===== config.mk =====
export PLATFORM = sky130hd
export DESIGN_NAME = seq_detector_param
export DESIGN_NICKNAME = d
export VERILOG_FILES = /design/src/rtl/seq_det_pkg.sv /design/src/rtl/seq_det_match_counter.sv /design/src/rtl/seq_detector_param.sv
export SDC_FILE = /design/constraint.sdc
export NUM_CORES = 1
export LEC_CHECK = 0
export CAP_MARGIN = 15
export CORE_ASPECT_RATIO = 1.75
export CORE_UTILIZATION = 35
export DETAILED_ROUTE_END_ITERATION = 12
export DONT_BUFFER_PORTS = 1
export GPL_TIMING_DRIVEN = 0
export PLACE_DENSITY_LB_ADDON = 0.2
export SKIP_LAST_GASP = 1
export SYNTH_ARGS = -nofsm -noshare
export SYNTH_HDL_FRONTEND = slang
export SYNTH_HIERARCHICAL = 1
export SYNTH_SLANG_ARGS = --single-unit

===== constraint.sdc =====
create_clock -name clk -period 2.3 [get_ports clk]
set_clock_uncertainty 0.2 [all_clocks]
set_input_delay 0.69 -clock clk [delete_from_list [all_inputs] [get_ports clk]]
set_output_delay 0.69 -clock clk [all_outputs]
set_load 0.01 [all_outputs]

===== src/rtl/seq_det_pkg.sv =====
// seq_det_pkg: shared state encoding, length-width helper and reset values for the sequence detector.
package seq_det_pkg;
  typedef enum logic [1:0] {IDLE, ARMED, HIT} state_t;
  function automatic int len_w(input int max_len);
    return $clog2(max_len + 1);
  endfunction
  localparam state_t RST_STATE = IDLE;
  localparam logic RST_MATCH = 1'b0;
  localparam logic RST_CFG_ERR = 1'b0;
  localparam logic RST_OVERLAP = 1'b0;
endpackage


===== src/rtl/seq_det_match_counter.sv =====
// seq_det_match_counter: saturating event counter with synchronous clear (clear beats increment).
module seq_det_match_counter import seq_det_pkg::*; #(
  parameter int CNT_W = 16
) (
  input  logic             clk,
  input  logic             reset_n,
  input  logic             clr,
  input  logic             inc,
  output logic [CNT_W-1:0] count
);
  always_ff @(posedge clk or negedge reset_n)
    if (!reset_n) count <= '0;
    else if (clr) count <= '0;
    else if (inc && count != '1) count <= count + CNT_W'(1);
endmodule


===== src/rtl/seq_detector_param.sv =====
// seq_detector_param: runtime-programmable serial pattern detector with registered Moore match output.
// Match counter is built only when SEQ_DETECTOR_PARAM_COUNT_EN is defined.
module seq_detector_param import seq_det_pkg::*; #(
  parameter int MAX_LEN = 8,
  parameter int CNT_W = 16,
  localparam int LEN_W = len_w(MAX_LEN)
) (
  input  logic               clk,
  input  logic               reset_n,
  input  logic               cfg_load,
  input  logic [MAX_LEN-1:0] cfg_pattern,
  input  logic [LEN_W-1:0]   cfg_len,
  input  logic               cfg_overlap,
  input  logic               in_valid,
  input  logic               in_bit,
  output logic               match,
  output logic               cfg_err,
  output logic [CNT_W-1:0]   match_count,
  input  logic               count_clr
);
  state_t state;
  logic [MAX_LEN-1:0] hist, pattern, hist_nxt, mask;
  logic [LEN_W-1:0] len, fill, fill_nxt;
  logic overlap, cfg_ok, accept, hit;
  assign cfg_ok = cfg_len != '0 && cfg_len <= LEN_W'(MAX_LEN);
  assign accept = in_valid && state != IDLE;
  assign hist_nxt = (hist << 1) | MAX_LEN'(in_bit);
  assign fill_nxt = fill == len ? fill : fill + LEN_W'(1);
  always_comb begin
    mask = '0;
    for (int i = 0; i < MAX_LEN; i++) mask[i] = i < int'(len);
  end
  // Bits of hist above len are masked out, so stale history never blocks a match.
  assign hit = accept && fill_nxt == len && ((hist_nxt ^ pattern) & mask) == '0;
  always_ff @(posedge clk or negedge reset_n)
    if (!reset_n) begin
      state <= RST_STATE;
      match <= RST_MATCH;
      cfg_err <= RST_CFG_ERR;
      overlap <= RST_OVERLAP;
      pattern <= '0;
      len <= '0;
      hist <= '0;
      fill <= '0;
    end else begin
      cfg_err <= cfg_load && !cfg_ok;
      if (cfg_load && cfg_ok) begin
        pattern <= cfg_pattern;
        len <= cfg_len;
        overlap <= cfg_overlap;
        hist <= '0;
        fill <= '0;
        state <= ARMED;
        match <= 1'b0;
      end else if (!cfg_load && state != IDLE) begin
        if (accept) begin
          hist <= hist_nxt;
          fill <= hit && !overlap ? '0 : fill_nxt;
        end
        state <= hit ? HIT : ARMED;
        match <= hit;
      end
    end
`ifdef SEQ_DETECTOR_PARAM_COUNT_EN
  seq_det_match_counter #(.CNT_W(CNT_W)) u_cnt (
    .clk(clk),
    .reset_n(reset_n),
    .clr(count_clr),
    .inc(hit && !cfg_load),
    .count(match_count)
  );
`else
  logic unused_count_clr;
  assign unused_count_clr = count_clr;
  assign match_count = '0;
`endif
endmodule


==> metrics.txt, run 1 <==
outcome=complete, but fails checks; violated checks=setup timing; data arrival time of the worst path=between 2 and 2.5 ns; DR vias/cell=between 4 and 5; clock sink count=27; Multi-input gate area=876 sq um; category of the worst setup path launch point=register; initial core utilization=a little under two fifths; Final Wtd Congestion=just under 0.9; Placement Rows=31; top achievable clock speed=422 MHz; antenna violation net count after detailed routing=0; RSZ-0062 raised after global routing=yes; Area Overhead vs Synth=22.6%; Post-Layout Cell Count=236; count of distinct cell types in the synthesized netlist=36; Cell Count Post-Placement=between 200 and 250; placement-stage worst setup slack=-0.574 ns; yosys warns=6; cell family contributing the most delay on the critical path=compound AO/OA/AOI/OAI gates; maximum vdd drop=roughly 570 uV; Die Outline Area=about 4700 sq um; layout cells sized above 1=between 30% and 40%; power density cells=about 780 nW/um^2; maximum number of pins on one net before global-route repair=28; leakage power=0.816 nW; count of pins on the block boundary=37; total of endpoints with negative setup slack in the final report=5; Min Clock Period, post-route=roughly 2.4 ns; final WL=between 3 and 4 mm; Crit. End Element=register; part of the power in registers=41.9%; category of the most critical setup path=register to register; top cells by area in the synthesized netlist=dfrtp_1 (44%), mux2_2 (8.7%), buf_4 (7.8%), xnor2_1 (6.2%), nand2_1 (5.8%); Overflow after GRT=0; Port Buffer Count=0; Post-Synthesis Cells=160; Seq. cell area=~680 sq um; critical-path cell list=ha_4 > xor2_2 > a211o_1 > a2111oi_4 > o311ai_4 > o21ai_2 > o311ai_1; Avg Cell Area, Syn=9.68 sq um; type of the tightest min-delay check=primary input to asynchronous set/reset pin; number of buffers on the longest clock path=2; part of the power in combinational logic=between 40% and 50%; fraction of the yosys area taken by sequential cells=43.6%; later-pin clock latency in the skew report=0.27 ns; worst-path fanout max=6; routed vias=between 1000 and 1500; Worst-path clk slew=0.09 ns; slew margin rel.=around two thirds; post-DP HPWL=2.47 mm; clock network fraction of design power=18.0%; sum of negative setup slack=-0.177 ns; final period utilization=103%; number of remaining DRC errors=0; number of antenna violations at the first check in global routing=0; CTS buffer count=3; switching power summed over all nets=a little over 0.0005 W; Slowest cell on crit path=dfrtp_1; most area-hungry cell type in the Yosys netlist=dfrtp_1; H-Tree Level Count=1; max-cap viol count=0; global-route wire length before repair=5.46 mm; Layout Utilization=a little under half; switching share of power=between 30% and 40%; area share of the leading cell type in the synthesized netlist=between 40% and 50%; count of final max-slew check failures=0; clock tree from TritonCTS=done; vertical extent of the die=between 90 and 100 um; die width=52.3 um; area inside the core boundary=about 4200 sq um; Worst Max-Slew Pin Slew=0.488 ns; Worst path max stage delay=0.42 ns; fill cell instance count of the final layout=between 400 and 500; detailed-route wire length per cell=~14 um; Antenna diodes=0; count of state elements after synthesis=27; number of global-route vias before repair=roughly 1200; total track usage=between 10% and 20%; root buffer selected by CTS=clkbuf_8; first-pass iteration count of the detailed router=4; number of nets in the final layout=between 200 and 250; synthesized cell area=around 1500 sq um; Worst Slack Setup Final=-0.0707 ns; number of hold-slack violations in the final timing report=0; number of buffers and inverters on the critical path=0; internal power=~0.00097 W; Detailed Route Iter0 Violations=17; minimum hold slack=between 0.015 and 0.02 ns; data required time at the worst endpoint=approximately 2.3 ns
power groups by stage:
stage,registers [W],clock network [W],logic (W)
finish,0.000621,0.000267,0.000593
global route,0.000633,0.000288,0.000645
CTS,0.000620,0.000279,0.000502
detailed placement,0.000632,0,0.000409
global placement,0.000629,0,0.000394
floorplan,0.000612,0,0.000346
synthesized netlist by cell type:
master,number
o2bb2ai_1,1
mux2_2,12
o2111ai_1,2
o311ai_2,1
o22ai_1,1
a31oi_1,1
clkbuf_1,4
o21ai_2,1
a221oi_1,1
dfrtp_1,27
nor2_1,5
conb_1,1
nor2b_1,1
ha_1,1
nor4_1,2
buf_4,16
a41o_2,1
nand2_1,24
o311ai_1,1
a211oi_1,1
xnor2_1,11
or2_2,1
o21bai_1,1
o21ai_0,10
xor2_1,4
a21oi_1,6
a211o_1,1
o21ai_1,2
o211ai_1,3
nand4_1,1
buf_2,3
a2111oi_2,1
inv_1,4
nand3_1,4
nand2b_1,1
nor3_1,3
cells by family after synthesis:
| group | Yosys count | synth area share (%) |
|---|---|---|
| compound gates | 35 | 15.8 |
| xor+xnor | 15 | 8.48 |
| fa+ha+maj | 1 | 0.808 |
| buf+inv | 27 | 10.7 |
| flops | 27 | 43.6 |
| mux | 12 | 8.72 |
| other cells | 1 | 0.242 |
| simple gates | 42 | 11.7 |
final cells by class:
cell class / count / share of cell area, %
buffer: 23 / 8.10
clock buffer: 4 / 2.37
inverter: 4 / 0.791
multi-input combinational: 121 / 46.1
sequential: 27 / 35.6
tap: 49 / 3.23
timing repair buffer: 8 / 3.82
registers in the layout, indices dropped and copies added (netlist names):
register and flops:
fill 4, overlap 1, state 1, match 1, hist 7, pattern 8, len 4, cfg_err 1
metal layers:
metal / share of wire, % / wire length, um / global-route usage, %
met4: 4.3 / 140 / 8.33
met3: 3.2 / 105 / 2.37
met5: 0 / 0 / 0
met1: 35 / 1140 / 15.4
met2: 57 / 1880 / 28.1
cells in the final DEF (no fill, tap or decap), types with 2 or more instances in the layout:
master / synthesis / final
dfrtp_1: 27 / 27
nand2_1: 24 / 23
buf_4: 16 / 23
conb_1: 1 / 16
mux2_2: 12 / 12
o21ai_0: 10 / 10
xnor2_1: 11 / 7
nor2_1: 5 / 5
a21oi_1: 6 / 5
clkbuf_1: 4 / 4
nand3_1: 4 / 4
inv_1: 4 / 4
xor2_1: 4 / 3
xnor2_2: 0 / 3
o211ai_1: 3 / 3
clkbuf_8: 0 / 3
buf_2: 3 / 2
nor3_1: 3 / 2
nor4_1: 2 / 2
o21ai_2: 1 / 2
what timing repair did:
| item | in CTS | in global routing |
|---|---|---|
| gates cloned | 0 | 0 |
| hold buffers | 1 | 0 |
| hold endpoints to repair | 27 | 0 |
| buffers inserted | 4 | 3 |
| pin swaps | 4 | 11 |
| setup endpoints to repair | 16 | 6 |
| resized for setup | 8 | 7 |
metrics by stage:
stage                     power (W)  area [sq um]
final                       0.00148          1900
after CTS                   0.00140          1830
after floorplan            0.000958          1620
after global placement      0.00102          1680
after global routing        0.00157          1900
after detailed placement    0.00104          1680
path summary, 6_finish.rpt:
kind	from	slack (ns)	end	cells after the start
max in group asynchronous	reset_n	1.72	len[0]	1
setup reg to reg	fill[0]	-0.07	fill[1]	7
hold / removal	reset_n	0.02	pattern[2]	1
hold reg to reg	hist[5]	0.33	hist[6]	2
min in group clk	hist[5]	0.33	hist[6]	2
setup / recovery	fill[0]	-0.07	fill[1]	7
Power figures use the tool's default switching activity.
==> run 2, diff against run 1 <==
--- a/config.mk
+++ b/config.mk
@@ -13,6 +13,7 @@
 export GPL_TIMING_DRIVEN = 0
 export PLACE_DENSITY_LB_ADDON = 0.2
 export SKIP_LAST_GASP = 1
+export SLEW_MARGIN = 0
 export SYNTH_ARGS = -nofsm -noshare
 export SYNTH_HDL_FRONTEND = slang
 export SYNTH_HIERARCHICAL = 1
==> constraint.sdc (replaced) <==
create_clock -name clk -period 3 [get_ports clk]
set_clock_uncertainty 0.2 [all_clocks]
set_input_delay 0.9 -clock clk [delete_from_list [all_inputs] [get_ports clk]]
set_output_delay 0.9 -clock clk [all_outputs]
set_load 0.01 [all_outputs]
==> run 2 against run 1 <==
  * The flow now finishes without violations
  * Hold slack improved by 0.075 ns
  * Power fell by 33%
  * Critical path depth fell by 2
  * Register-to-register slack improved by 0.45 ns
  * Via count fell by 5.6%
  * Combinational power fell by 48%
  * Final area fell by 9.7%
  * Clock power fell by 20%
==> metrics.txt, run 2 (synthesis results as in run 1) <==
Top reg by flops=pattern; Die Outline Area=4710 sq um (unchanged); total of endpoints with negative setup slack in the final report=0 (-5); CTS resizes=0 (-8); number of nets in the final layout=200 (-3.8%); total track usage=14.4% (-0.93 points); final WL=3.05 mm (-6.5%); leakage power=0.747 nW (-8.5%); number of flip-flops in the largest register=8 (unchanged); post-cts hold buffer count=0 (-1); Final Wtd Congestion=0.825 (-7.3%); commonest cells after routing, fill and taps aside=dfrtp_1 (27), nand2_1 (24), buf_4 (16), conb_1 (16), mux2_2 (12); global-route wire length before repair=5.13 mm (-6.2%); max-cap viol count=0 (unchanged); detailed-route wire length per cell=13.4 um (-3.2%); H-Tree Level Count=1 (unchanged); initial core utilization=37.0% (unchanged); clock tree from TritonCTS=done; die width=52.3 um (unchanged); vertical extent of the die=90.0 um (unchanged); largest registers=pattern (8), hist (7); maximum number of pins on one net before global-route repair=28 (unchanged); Power Total=0.000999 W (-33%); antenna violation net count after detailed routing=0 (unchanged); number of buffers and inverters on the critical path=1 (+1); root buffer selected by CTS=clkbuf_8; CTS buffer count=3 (unchanged); first-pass iteration count of the detailed router=4 (unchanged); Port Buffer Count=0 (unchanged); Worst Max-Slew Pin Slew=0.605 ns (+0.117 ns); area inside the core boundary=4190 sq um (unchanged); number of global-route vias before repair=1137 (-6.5%); RSZ-0062 raised after global routing=no; later-pin clock latency in the skew report=0.28 ns (about the same); Detailed Route Iter0 Violations=14 (-3); number of hold-slack violations in the final timing report=0 (unchanged); cell family contributing the most delay on the critical path=simple AND/OR/NAND/NOR gates; most common cell after layout, fill and taps aside=dfrtp_1; Min Clock Period, post-route=about 2.8 ns; clock sink count=27 (unchanged); routed vias=1113 (-5.6%); data required time at the worst endpoint=2.98 ns (+0.73 ns); Worst-path clk slew=0.10 ns (about the same); count of final max-slew check failures=0 (unchanged); maximum vdd drop=354 uV (-38%); final period utilization=93.1%; post-DP HPWL=2.45 mm (-0.73%); count of pins on the block boundary=37 (unchanged); top achievable clock speed=358 MHz; minimum hold slack=0.0945 ns (+0.0753 ns); DR vias/cell=4.88 (-2.3%); number of antenna violations at the first check in global routing=0 (unchanged); category of the most critical setup path=primary input to register; number of buffers on the longest clock path=2 (unchanged); worst-path fanout max=10 (+4); Placement Rows=31 (unchanged); Overflow after GRT=0 (unchanged); slew margin rel.=59.6% (-7.6 points); Slowest cell on crit path=nor3_1; data arrival time of the worst path=2.77 ns (+0.45 ns); Setup Fix Bufs, Post-CTS=0 (-4); number of remaining DRC errors=0 (unchanged); Antenna diodes=0 (unchanged); critical-path cell list=nor3_1 > xnor2_1 > nand2_1 > clkbuf_1 > mux2_2; layout cells sized above 1=22.3% (-9.7 points); category of the worst setup path launch point=primary input; outcome=finished clean; power density cells=582 nW/um^2 (-25%); Area Overhead vs Synth=10.7%; Crit. End Element=register; type of the tightest min-delay check=primary input to asynchronous set/reset pin; Worst path max stage delay=0.45 ns (+0.03 ns)
-- run 2: per-stage QoR --
step | worst slack (ns) | util [%] | instances | cell area [sq um] | TNS [ns]
global placement | -0.138 | 39.8 | 224 | 1670 | -0.412
detailed placement | -0.187 | 39.8 | 224 | 1670 | -0.711
finish | 0.207 | 40.9 | 228 | 1720 | 0
CTS | 0.106 | 40.9 | 228 | 1720 | 0
floorplan | 0.415 | - | 175 | 1610 | 0
global route | 0.0188 | 40.9 | 228 | 1720 | 0
-- run 2: worst paths after layout --
kind                             from    endpoint  slack (ns)  cells after the start
min                           reset_n  pattern[3]        0.09                      0
min in group clk           pattern[0]  pattern[0]        0.34                      1
max in group asynchronous     reset_n      len[0]        2.42                      0
min reg2reg                pattern[0]  pattern[0]        0.34                      1
max                        cfg_len[2]     overlap        0.21                      5
max reg2reg                   fill[0]     fill[1]        0.38                      7
-- run 2: cell type report --
cell class / count / area (sq um)
clock buffers: 3 / 41.3
inverters: 4 / 15.0
fillers: 424 / 2470
plain buffers: 23 / 150
multi-input cells: 121 / 764
flip-flops and latches: 27 / 676
well taps: 49 / 61.3
clock inverters: 1 / 7.51
-- run 2: where the power goes --
| group | internal [W] | switching, W | total (W) |
|---|---|---|---|
| logic | 0.000141 | 0.000168 | 0.000309 |
| clock network | 0.0000946 | 0.000119 | 0.000214 |
| registers | 0.000420 | 0.0000565 | 0.000476 |
-- run 2: per-layer routing --
metal | track usage (%) | routed length [um]
met1 | 14.4 | 1040
met2 | 26.8 | 1800
met3 | 2.37 | 135
met4 | 7.02 | 77
met5 | 0 | 0
==> run 3, diff against run 2 <==
--- a/config.mk
+++ b/config.mk
@@ -12,6 +12,7 @@
 export DONT_BUFFER_PORTS = 1
 export GPL_TIMING_DRIVEN = 0
 export PLACE_DENSITY_LB_ADDON = 0.2
+export SETUP_SLACK_MARGIN = 0.1
 export SKIP_LAST_GASP = 1
 export SLEW_MARGIN = 0
 export SYNTH_ARGS = -nofsm -noshare
==> constraint.sdc (replaced) <==
create_clock -name clk -period 2.52 [get_ports clk]
set_clock_uncertainty 0.2 [all_clocks]
set_input_delay 0.756 -clock clk [delete_from_list [all_inputs] [get_ports clk]]
set_output_delay 0.756 -clock clk [all_outputs]
set_load 0.01 [all_outputs]
==> run 3 against run 2 <==
  * Cell count grew 2.2%
  * Clock power grew 17%
  * Sequential power rose by 19%
  * Combinational power rose by 52%
  * Register-to-register slack got worse by 0.26 ns
  * Routed wire length rose by 6.2%
  * Worst setup slack got worse by 0.091 ns
  * Count of clock-buffer cells in the layout did not move
==> metrics.txt, run 3 (synthesis results as in run 1) <==
final WL=3.24 mm (+6.2%); antenna violation net count after detailed routing=0 (unchanged); Seq. cell area=678 sq um (+0.37%); Worst-path clk slew=0.09 ns (about the same); Power Total=0.00129 W (+29%); launch point of the worst reg-to-reg path=fill[0]; Reg2Reg Depth=7 (unchanged); slack of the worst reg-to-reg path=0.12 ns (-0.26 ns); vertical extent of the die=90.0 um (unchanged); power density cells=698 nW/um^2 (+20%); layout cells sized above 1=29.9% (+7.5 points); clock tree from TritonCTS=done; maximum number of pins on one net before global-route repair=28 (unchanged); Overflow after GRT=0 (unchanged); detailed-route wire length per cell=13.9 um (+3.9%); Post-Layout Cell Count=233 (+2.2%); commonest cells after routing, fill and taps aside=dfrtp_1 (25), nand2_1 (23), buf_4 (20), conb_1 (16), mux2_2 (12); Worst path max stage delay=0.44 ns (about the same); later-pin clock latency in the skew report=0.27 ns (about the same); Die Outline Area=4710 sq um (unchanged); minimum hold slack=0.0855 ns (-0.00905 ns); routed vias=1149 (+3.2%); H-Tree Level Count=1 (unchanged); outcome=finished clean; number of hold-slack violations in the final timing report=0 (unchanged); initial core utilization=37.0% (unchanged); post-DP HPWL=2.51 mm (+2.5%); final period utilization=roughly 95%; first-pass iteration count of the detailed router=4 (unchanged); Crit. End Element=register; DR vias/cell=4.93 (+1.0%); data required time at the worst endpoint=2.47 ns (-0.51 ns); critical-path cell list=ha_4 > xor2_1 > a211o_1 > a2111oi_4 > o311ai_4 > o21ai_2 > o211ai_1; leakage power=0.792 nW (+6.0%); count of pins on the block boundary=37 (unchanged); global-route wire length before repair=5.35 mm (+4.4%); total of endpoints with negative setup slack in the final report=0 (unchanged); worst setup path startpoint=fill[0]; number of nets in the final layout=205 (+2.5%); type of the tightest min-delay check=primary input to asynchronous set/reset pin; number of antenna violations at the first check in global routing=0 (unchanged); RSZ-0062 raised after global routing=yes; count of final max-slew check failures=0 (unchanged); Top reg by flops=pattern; Port Buffer Count=0 (unchanged); largest registers=pattern (8), hist (7); Final Wtd Congestion=0.859 (+4.0%); number of global-route vias before repair=1218 (+7.1%); number of flip-flops in the largest register=8 (unchanged); Multi-input gate area=845 sq um (+10%); area inside the core boundary=4190 sq um (unchanged); category of the most critical setup path=register to register; Antenna diodes=0 (unchanged); Cell Count Post-Placement=224 (unchanged); root buffer selected by CTS=clkbuf_8; worst-path fanout max=6 (-4); die width=52.3 um (unchanged); timing endpoint of the critical path=fill[3]; maximum vdd drop=437 uV (+23%); sum of negative setup slack=0 ns (unchanged); CTS buffer count=3 (unchanged); most common cell after layout, fill and taps aside=dfrtp_1; fill cell instance count of the final layout=423 (-0.24%); category of the worst setup path launch point=register; clock sink count=27 (unchanged); data arrival time of the worst path=2.36 ns (-0.41 ns); Slowest cell on crit path=dfrtp_2; Area Overhead vs Synth=19.2%; total track usage=15.3% (+0.82 points); max-cap viol count=0 (unchanged); number of remaining DRC errors=0 (unchanged); Detailed Route Iter0 Violations=20 (+6); Min Clock Period, post-route=~2.4 ns; top achievable clock speed=416 MHz; capturing point of the worst reg2reg path=fill[3]; placed instance area=1670 sq um (about the same); Placement Rows=31 (unchanged); cell area after layout=1850 sq um (+7.7%); number of buffers on the longest clock path=2 (unchanged)
## run 3: changes by cell type in the layout (fill, tap and decap cells not counted), moves of 2 or more
cell     delta
xnor2_2     +2
xnor2_1     -3
dfrtp_2     +2
dfrtp_1     -2
buf_4       +4
## run 3: how the worst min path moves through the flow
stage,depth (start not counted),end,from
finish,1,pattern[1],reset_n
floorplan,0,cfg_err,reset_n
global placement,0,pattern[2],reset_n
CTS,1,pattern[2],reset_n
detailed placement,0,pattern[2],reset_n
global route,1,hist[6],reset_n
## run 3: layout make-up
class                   count  share of cell area [%]
clock inverters             1                   0.271
multi-input cells         121                    45.7
flip-flops and latches     27                    36.7
inverters                   4                   0.813
clock buffers               3                    2.24
repair buffers              5                    2.71
plain buffers              23                    8.20
well taps                  49                    3.32
## run 3: critical path: cells and delay by family (launching register included)
kind	cells	cell delay, ns
AO/OA/AOI/OAI	5	1.27
XOR/XNOR	1	0.14
flip-flops	1	0.44
adder cells (fa/ha/maj)	1	0.25
## run 3: timing repair
action | 4_1_cts | 5_1_grt
pin swaps | 3 | 3
setup endpoints to repair | 15 | 8
endpoints found under the hold margin | 27 | 0
hold buffers | 1 | 0
resized for setup | 8 | 4
buffers inserted | 4 | 0
## run 3: power by group
part | total (W) | leakage (nW) | internal, W | switching [W]
clock network | 0.000251 | 0.0255 | 0.000111 | 0.000140
logic | 0.000470 | 0.429 | 0.000227 | 0.000244
registers | 0.000567 | 0.337 | 0.000502 | 0.0000652
total | 0.00129 | 0.792 | 0.000840 | 0.000448
## run 3: metrics by stage
stage	util [%]	setup slack, ns
floorplan	-	0.164
global placement	39.8	-0.360
detailed placement	39.8	-0.422
CTS	43.5	0.102
global route	44.1	0.0193
finish	44.1	0.116
## run 3: metal layers
metal | vias up | wire, um | GRT usage (%)
li1 | 569 | - | -
met1 | 540 | 1110 | 13.7
met5 | - | 0 | 0
met2 | 29 | 1940 | 30.0
met3 | 11 | 107 | 2.03
met4 | 0 | 93 | 7.68
